[config.mk]
export PLATFORM = sky130hd
export DESIGN_NAME = alu_rs
export DESIGN_NICKNAME = d
export VERILOG_FILES = /design/src/rtl/alu_rs.sv
export SDC_FILE = /design/constraint.sdc
export NUM_CORES = 2
export LEC_CHECK = 0
export BUFFER_PORTS_ARGS = -buffer_cell sky130_fd_sc_hd__buf_2
export CAP_MARGIN = 25
export CORE_MARGIN = 4
export CORE_UTILIZATION = 50
export DETAILED_ROUTE_END_ITERATION = 12
export MAX_ROUTING_LAYER = met4
export PLACE_DENSITY_LB_ADDON = 0.15
export SYNTH_ARGS = -nofsm -noshare
export SYNTH_HDL_FRONTEND = slang
export SYNTH_SLANG_ARGS = --single-unit
export TNS_END_PERCENT = 100
[constraint.sdc]
create_clock -name clk_in -period 3.5 [get_ports clk_in]
set_input_delay 0.35 -clock clk_in [delete_from_list [all_inputs] [get_ports clk_in]]
set_output_delay 0.35 -clock clk_in [all_outputs]
set_load 0.05 [all_outputs]
[src/rtl/alu_rs.sv]
// ALU reservation station: holds issued ALU ops until both operands arrive via the CDBs,
// then dispatches the lowest-index ready entry to the ALU and tags the returning result.
module alu_rs #(
   parameter int RS_SIZE = 8,
   parameter int ROB_W   = 4
) (
   input  logic              clk_in,
   input  logic              rst_in,
   input  logic              rdy_in,
   input  logic              clear_in,
   input  logic              issue_valid,
   input  logic [5:0]        issue_op,
   input  logic [31:0]       issue_vj,
   input  logic [31:0]       issue_vk,
   input  logic [31:0]       issue_imm,
   input  logic              issue_qj_busy,
   input  logic              issue_qk_busy,
   input  logic [ROB_W-1:0]  issue_qj,
   input  logic [ROB_W-1:0]  issue_qk,
   input  logic [ROB_W-1:0]  issue_rob_id,
   output logic              rs_full,
   input  logic              cdb0_valid,
   input  logic [ROB_W-1:0]  cdb0_rob_id,
   input  logic [31:0]       cdb0_value,
   input  logic              cdb1_valid,
   input  logic [ROB_W-1:0]  cdb1_rob_id,
   input  logic [31:0]       cdb1_value,
   output logic              alu_waiting,
   output logic [5:0]        alu_op,
   output logic [31:0]       alu_vj,
   output logic [31:0]       alu_vk,
   output logic [31:0]       alu_imm,
   input  logic              alu_finish_rdy,
   input  logic [31:0]       alu_value,
   output logic              res_valid,
   output logic [ROB_W-1:0]  res_rob_id,
   output logic [31:0]       res_value
);

   localparam int DATA_W = 32;
   localparam int IDX_W  = (RS_SIZE > 1) ? $clog2(RS_SIZE) : 1;

   logic [RS_SIZE-1:0] r_busy;
   logic [RS_SIZE-1:0] r_qj_busy;
   logic [RS_SIZE-1:0] r_qk_busy;
   logic [5:0]         r_op  [RS_SIZE];
   logic [DATA_W-1:0]  r_vj  [RS_SIZE];
   logic [DATA_W-1:0]  r_vk  [RS_SIZE];
   logic [DATA_W-1:0]  r_imm [RS_SIZE];
   logic [ROB_W-1:0]   r_qj  [RS_SIZE];
   logic [ROB_W-1:0]   r_qk  [RS_SIZE];
   logic [ROB_W-1:0]   r_rob [RS_SIZE];
   logic [ROB_W-1:0]   r_res_rob_p1;

   logic [RS_SIZE-1:0] w_ready;
   logic               w_free_found;
   logic [IDX_W-1:0]   w_free_idx;
   logic               w_sel_found;
   logic [IDX_W-1:0]   w_sel_idx;
   logic               w_issue_go;
   logic               w_disp_go;
   logic [DATA_W:0]    w_fj [RS_SIZE];
   logic [DATA_W:0]    w_fk [RS_SIZE];
   logic [DATA_W:0]    w_ij;
   logic [DATA_W:0]    w_ik;

   // Returns {still_pending, value}; cdb0 takes priority when both buses carry the tag.
   function automatic logic [DATA_W:0] fwd_operand(
      input logic              pend,
      input logic [ROB_W-1:0]  tag,
      input logic [DATA_W-1:0] val,
      input logic              c0_v,
      input logic [ROB_W-1:0]  c0_t,
      input logic [DATA_W-1:0] c0_d,
      input logic              c1_v,
      input logic [ROB_W-1:0]  c1_t,
      input logic [DATA_W-1:0] c1_d
   );
      logic [DATA_W:0] res;
      res = {pend, val};
      if (pend && c0_v && (c0_t == tag)) begin
         res = {1'b0, c0_d};
      end else if (pend && c1_v && (c1_t == tag)) begin
         res = {1'b0, c1_d};
      end
      return res;
   endfunction

   assign rs_full    = &r_busy;
   assign w_ready    = r_busy & ~r_qj_busy & ~r_qk_busy;
   assign w_issue_go = rdy_in && !clear_in && issue_valid && !rs_full;
   assign w_disp_go  = rdy_in && !clear_in && w_sel_found;

   always_comb begin
      w_free_found = 1'b0;
      w_free_idx   = '0;
      w_sel_found  = 1'b0;
      w_sel_idx    = '0;
      for (int i = RS_SIZE - 1; i >= 0; i--) begin
         if (!r_busy[i]) begin
            w_free_found = 1'b1;
            w_free_idx   = IDX_W'(i);
         end
         if (w_ready[i]) begin
            w_sel_found = 1'b1;
            w_sel_idx   = IDX_W'(i);
         end
      end
   end

   always_comb begin
      for (int i = 0; i < RS_SIZE; i++) begin
         w_fj[i] = fwd_operand(r_qj_busy[i], r_qj[i], r_vj[i], cdb0_valid, cdb0_rob_id,
                               cdb0_value, cdb1_valid, cdb1_rob_id, cdb1_value);
         w_fk[i] = fwd_operand(r_qk_busy[i], r_qk[i], r_vk[i], cdb0_valid, cdb0_rob_id,
                               cdb0_value, cdb1_valid, cdb1_rob_id, cdb1_value);
      end
      w_ij = fwd_operand(issue_qj_busy, issue_qj, issue_vj, cdb0_valid, cdb0_rob_id,
                         cdb0_value, cdb1_valid, cdb1_rob_id, cdb1_value);
      w_ik = fwd_operand(issue_qk_busy, issue_qk, issue_vk, cdb0_valid, cdb0_rob_id,
                         cdb0_value, cdb1_valid, cdb1_rob_id, cdb1_value);
   end

   // Stage p0: combinational select and dispatch to the ALU
   always_comb begin
      alu_waiting = 1'b0;
      alu_op      = '0;
      alu_vj      = '0;
      alu_vk      = '0;
      alu_imm     = '0;
      if (w_disp_go) begin
         alu_waiting = 1'b1;
         alu_op      = r_op[w_sel_idx];
         alu_vj      = r_vj[w_sel_idx];
         alu_vk      = r_vk[w_sel_idx];
         alu_imm     = r_imm[w_sel_idx];
      end
   end

   always_ff @(posedge clk_in or negedge rst_in) begin
      if (!rst_in) begin
         r_busy       <= '0;
         r_qj_busy    <= '0;
         r_qk_busy    <= '0;
         r_res_rob_p1 <= '0;
      end else if (rdy_in) begin
         if (clear_in) begin
            r_busy       <= '0;
            r_res_rob_p1 <= '0;
         end else begin
            for (int i = 0; i < RS_SIZE; i++) begin
               if (r_busy[i]) begin
                  r_qj_busy[i] <= w_fj[i][DATA_W];
                  r_qk_busy[i] <= w_fk[i][DATA_W];
               end
            end
            if (w_disp_go) begin
               r_busy[w_sel_idx] <= 1'b0;
               r_res_rob_p1      <= r_rob[w_sel_idx];
            end
            if (w_issue_go) begin
               r_busy[w_free_idx]    <= 1'b1;
               r_qj_busy[w_free_idx] <= w_ij[DATA_W];
               r_qk_busy[w_free_idx] <= w_ik[DATA_W];
            end
         end
      end
   end

   // Entry payload carries no reset; busy/pending bits decide whether it means anything.
   always_ff @(posedge clk_in) begin
      if (rdy_in && !clear_in) begin
         for (int i = 0; i < RS_SIZE; i++) begin
            if (r_busy[i]) begin
               r_vj[i] <= w_fj[i][DATA_W-1:0];
               r_vk[i] <= w_fk[i][DATA_W-1:0];
            end
         end
         if (w_issue_go) begin
            r_op[w_free_idx]  <= issue_op;
            r_vj[w_free_idx]  <= w_ij[DATA_W-1:0];
            r_vk[w_free_idx]  <= w_ik[DATA_W-1:0];
            r_imm[w_free_idx] <= issue_imm;
            r_qj[w_free_idx]  <= issue_qj;
            r_qk[w_free_idx]  <= issue_qk;
            r_rob[w_free_idx] <= issue_rob_id;
         end
      end
   end

   // Stage p1: ALU result returns one cycle after dispatch, tagged with the latched rob id
   assign res_valid  = alu_finish_rdy;
   assign res_value  = alu_value;
   assign res_rob_id = r_res_rob_p1;

endmodule

## Word level (Yosys, flattened, before mapping)

Memory sizes are Yosys's and may differ from the RTL's.
Index checks and enable logic that the tools add are counted.
W data, S select, Z words.

| word-level totals | value |
|---|---|
| logic and storage cells | 330 |
| bits in writable memories | 912 |
| input port bits | 228 |
| register bits after elaboration | 28 |
| memories | 7 |

| cells by class | value |
|---|---|
| eq/ne operators | 52 |
| reductions and logical operators | 100 |
| bitwise operators | 8 |
| magnitude comparators | 4 |
| mux-type cells | 155 |

Memory list:

| memory | depth | bits a word | rd ports | clocked after Yosys merged registers in | write ports | RTL line | text |
|---|---|---|---|---|---|---|---|
| r_imm | 8 | 32 | 1 | 0 | 1 | 49 | `logic [DATA_W-1:0] r_imm [RS_SIZE];` |
| r_vj | 8 | 32 | 1 | 0 | 9 | 47 | `logic [DATA_W-1:0] r_vj [RS_SIZE];` |
| r_vk | 8 | 32 | 1 | 0 | 9 | 48 | `logic [DATA_W-1:0] r_vk [RS_SIZE];` |
| r_op | 8 | 6 | 1 | 0 | 1 | 46 | `logic [5:0] r_op [RS_SIZE];` |
| r_qj | 8 | 4 | 8 | 0 | 1 | 50 | `logic [ROB_W-1:0] r_qj [RS_SIZE];` |
| r_qk | 8 | 4 | 8 | 0 | 1 | 51 | `logic [ROB_W-1:0] r_qk [RS_SIZE];` |
| +1 memories | n/a | n/a | n/a | n/a | n/a | n/a |  |

Operators with widths:

| cell | number |
|---|---|
| $mux W33 | 36 |
| $eq A4 B4 Y1 | 36 |
| $mux W32 | 3 |
| $mux W1 | 86 |
| $logic_and A1 B1 Y1 | 78 |
| $mux W8 | 7 |
| $mux W3 | 16 |
| $reduce_and A2 Y1 | 18 |
| $ne A2 B2 Y1 const B | 16 |
| $and A8 B8 Y8 | 3 |
| $not A8 Y8 | 3 |
| $bwmux W8 | 2 |
| $lt A3 B4 Y1 const B | 2 |
| $mux W4 | 2 |
| $or A8 B8 Y8 | 1 |
| $reduce_and A8 Y1 | 1 |
| $demux W1 S3 | 2 |
| $ge A3 B1 Y1 const B | 2 |
| $mux W6 | 1 |
| $logic_not A1 Y1 | 2 |
| $reduce_bool A2 Y1 | 1 |
| $not A1 Y1 | 1 |

## Depth between registers and ports, before layout

| logic depth | value |
|---|---|
| word-level depth | 23 |
| gate-level depth with buffers | 10 |
| mapped depth without buffers | 7 |

## Least setup slack after synthesis

Ideal clock, no wire load.

| timing | value |
|---|---|
| path type | in2reg |
| from | in cdb0_rob_id[2] |
| to | mem r_vk[0][0] (enable) |
| data arrival time | 3.283 ns |
| stages on the path | 6 |
| library setup time | 0.443 ns |
| slack | -0.226 ns |
| required time | 3.057 ns |
| path buffers | 2 |
| path through | buf_2 > buf_2 > xor2_1 > nor4_2 > inv_1 > a31oi_1 |

RTL lines:

| what | RTL line | text |
|---|---|---|
| from (decl) | 23 | `input logic [ROB_W-1:0] cdb0_rob_id,` |
| to (decl) | 48 |  |

## Final worst setup path

| timing | value |
|---|---|
| from | reg r_busy[7] |
| to | out alu_vj[31] |

| on the way | value |
|---|---|
| word-level cells in the longest chain between the ends | 12 |
| elaborated cells between the ends (all ways) | 21 |
| classes of those cells | 17 x mux; 2 x bitwise; 1 x reduce/logical; 1 x memory |

Ends and longest elaborated chain:

| what | RTL line | text |
|---|---|---|
| from (decl) | 43 | `logic [RS_SIZE-1:0] r_busy;` |
| from (signal assigned) | 142 | `r_busy <= '0;` |
| from (signal assigned) | 148 | `r_busy <= '0;` |
| from (signal, indexed assignment) | 158 | `r_busy[w_sel_idx] <= 1'b0;` |
| $and A8 B8 Y8 * (2 in a row) | 90 | `assign w_ready = r_busy & ~r_qj_busy & ~r_qk_busy;` |
| $mux W3 / $mux W1 (equally long branches) (8 in a row) | 104 | `if (w_ready[i]) begin` |
| $mem_v2 Z8 W32 / $logic_and A1 B1 Y1 (equally long branches) | n/a |  |
| $mux W32 * | 131 | `if (w_disp_go) begin` |
| to (decl) | 30 | `output logic [31:0] alu_vj,` |

Mark *: on every way between the ends. The rest lies on a longest branch, timed or not.

==> impl_metrics.py <==
metrics = {
    "final_layout": {
        "syn_to_final_growth_pct": 26.8,
        "final_area_um2": 61500,
        "layout.nets": 4221,
        "final_core_util_pct": 64.3,
        "drive_gt1_share_pct": 34.0,
        "fin_cells": 5355,
    },
    "timing": {
        "fin_crit_sh_pct": 107,
        "setup_slack_ns": -0.230,
        "max_freq_ghz": 0.268,
        "worst_pin_slew_ns": 1.05,
        "fin_crit_ns": 3.73,
        "setup_viol": 100,
        "final-hold-violation-count": 0,
        "holdWs_ns": 0.0330,
        "setup_tns_ns": -11.94,
        "finClkSkew_ns": 0.0639,
        "drv_slew": 0,
        "rsz0062_at_grt": "yes",
        "max-slew-margin-rel_pct": 29.8,
    },
    "die": {
        "num_rows": 113,
        "coreArea_um2": 95600,
        "die_h_um": 319,
        "dieWidth_um": 319,
        "io_pins": 369,
        "start_util_pct": 50.7,
        "dieArea_um2": 102000,
    },
    "power_and_ir_drop": {
        "powerDensity_nw_per_um2": 440,
        "totalPowerFinal_mw": 27.1,
        "p_leak_nw": 22.7,
        "ir_drop_uv": 446,
    },
    "global_route": {
        "grt_use_total_pct": 39.6,
        "grt_pass1_wl_um": 289000,
        "grt.overflow.total": 0,
        "grt_pass1_vias": 40900,
        "grt_start_max_net_pins": 91,
        "grt_antenna_before_repair": 10,
    },
    "drt": {
        "wl_per_cell_um": 39.2,
        "vias": 41900,
        "viasPerCell": 7.82,
        "drtIter0Drc": 7532,
        "drc": 0,
        "first_pass_iters": 13,
        "postRouteAntennaNets": 0,
        "routed_wl_um": 210000,
    },
    "clocking": {
        "clock_path_buffers": 3,
        "cts_tree": "built",
        "insertion_delay_ns": 0.73,
        "path_clk_slew_ns": 0.07,
        "cts_made_buffers": 100,
        "cts_sinks": 940,
        "htree_levels": 3,
        "root_buffer": "clkbuf_16",
    },
    "logic_synthesis": {
        "synth_top_area_share_pct": 56.5,
        "yosysMostFrequentCell": "edfxtp_1",
        "synth_seq_cells": 940,
        "syn_inst": 3721,
        "yosysUniqueCellTypes": 68,
        "synthArstFlopShare_pct": 2.98,
        "syn_area_per_cell_um2": 13.0,
        "synth-main-ff-cell": "edfxtp_1",
        "synth_edf_count": 912,
        "yosysSeqAreaShare_pct": 57.9,
        "synth_top_area_cell": "edfxtp_1",
        "synth.area.top_cells": "edfxtp_1 (56%), o221ai_1 (7.6%), mux2i_1 (7.2%), o22ai_1 (4.2%), a21oi_1 (2.7%)",
        "yosys_warnings": 0,
        "synth_common_cells": "edfxtp_1 (912), o221ai_1 (418), mux2i_1 (348), clkbuf_1 (325), o22ai_1 (324)",
        "syn_area_um2": 48500,
        "synth_nets": 3949,
    },
    "worst_setup_path": {
        "critPathMaxFanout": 7,
        "cp_slowest_stage_delay_ns": 0.41,
        "critPathBufInv": 4,
        "crit_type": "reg2out",
        "arrival_ns": 3.38,
        "cp_slowest_cell": "dfrtp_1",
        "path_cells": "or3b_4 > o211ai_4 > a21o_4 > buf_6 > buf_4 > o221ai_1 > a31o_2 > a21oi_4 > buf_6 > buf_12",
        "crit_path_end_kind": "primary output",
        "crit_family": "compound AO/OA/AOI/OAI gates",
        "cp.required_ns": 3.15,
        "critPathLaunchType": "flip-flop",
        "crit_top_cell": "buf_6",
    },
    "min_path": {
        "hp-class": "in2reg",
    },
    "run_status": {
        "status": "complete, but fails checks",
        "violations": "negative setup slack",
    },
    "placed_design": {
        "gp_congestion": 0.940,
        "dp_slack_ns": 0.0958,
        "placed_cell_area_um2": 52500,
        "detailed_place_hpwl_um": 106000,
        "numPlacedInstances": 4946,
        "port_buffers": 302,
    },
    "job": {
        "maxCapViolations": 0,
    },
}
==> layout make-up <==
| cell class | count | area [µm²] |
|---|---|---|
| multi-input cells | 2194 | 20100 |
| well taps | 1265 | 1580 |
| inverters | 31 | 126 |
| fillers | 6936 | 34100 |
| clock buffers | 131 | 2660 |
| flip-flops and latches | 940 | 28100 |
| clock inverters | 56 | 523 |
| diodes | 12 | 30.0 |
| repair buffers | 726 | 8400 |
==> final timing paths <==
check,startpoint,end,slack (ns),depth (start not counted)
worst max-delay path,r_busy[7],alu_vj[31],-0.23,10
worst min-delay path,rdy_in,r_busy[3],0.03,3
worst max register to register,r_busy[0],r_vk[7][26],0.25,9
worst min register to register,res_rob_id[3],res_rob_id[3],0.52,2
max in group asynchronous,rst_in,r_qk_busy[5],2.57,2
min in group asynchronous,rst_in,res_rob_id[1],0.34,2
==> layer usage <==
layer / vias to the layer above / wire length, µm / track usage, %
met4: 0 / 16100 / 24.8
met1: 20500 / 70100 / 47.7
met3: 1131 / 31300 / 12.1
met5: - / 0 / -
met2: 4090 / 92300 / 58.4
li1: 16200 / - / -
==> cells by family (layout without fill, tap and decap cells) <==
logic type	after synthesis	after routing	share of synthesized area, %
compound gates	1420	1421	21.8
flops	940	940	57.9
xor+xnor	120	120	2.17
buf+inv	588	944	5.41
mux	459	459	10.5
other cells	0	12	0
simple gates	194	194	2.17
==> state kept, by name, indices dropped and copies added, names as in the netlist, 32 cells and up <==
register and flops:
r_imm 256, r_op 48, r_qj 32, r_qk 32, r_rob 32, r_vj 256
r_vk 256
==> cells in the final DEF (no fill, tap or decap), types with 20 or more instances in the layout <==
cell type / synthesis / final
nor3_1: 22 / 21
dfrtp_1: 28 / 23
nand3_1: 24 / 23
buf_2: 142 / 200
clkbuf_1: 325 / 28
buf_4: 49 / 178
buf_16: 0 / 38
a21oi_4: 1 / 50
mux2i_4: 28 / 28
clkbuf_16: 0 / 119
inv_1: 29 / 20
xnor2_1: 34 / 34
o221ai_1: 418 / 246
a221oi_1: 96 / 96
a31oi_1: 32 / 31
a21oi_2: 0 / 54
a31o_2: 104 / 103
o221ai_2: 0 / 157
mux2i_1: 348 / 348
buf_6: 7 / 89
dlygate4sd3_1: 0 / 43
nand2_1: 52 / 39
buf_12: 0 / 139
edfxtp_1: 912 / 912
xor2_1: 86 / 86
clkinv_1: 0 / 25
a222oi_1: 87 / 87
o22ai_1: 324 / 324
mux2_2: 64 / 64
a21oi_1: 261 / 158
==> repair_timing <==
action / 4_1_cts / 5_1_grt
pin swaps: 65 / 110
hold buffers: 43 / 0
gates cloned: 39 / 18
hold endpoints to repair: 364 / 0
setup endpoints to repair: 102 / 102
setup buffers: 77 / 49
resized for setup: 418 / 208
==> where the power goes <==
part | switching, mW | internal, mW
Clock | 4.74 | 5.77
Combinational | 2.51 | 1.61
Sequential | 0.0460 | 12.4
==> worst register-to-register path: stages (launching register included) <==
cell,delay [ns]
dfrtp_1,0.34
buf_4,0.23
nand2_1,0.10
or3_4,0.41
nor4b_4,0.37
o211ai_1,0.26
buf_4,0.27
nand2_1,0.07
buf_4,0.57
o22ai_1,0.28
Note: power is estimated with default switching activity, not from simulation.
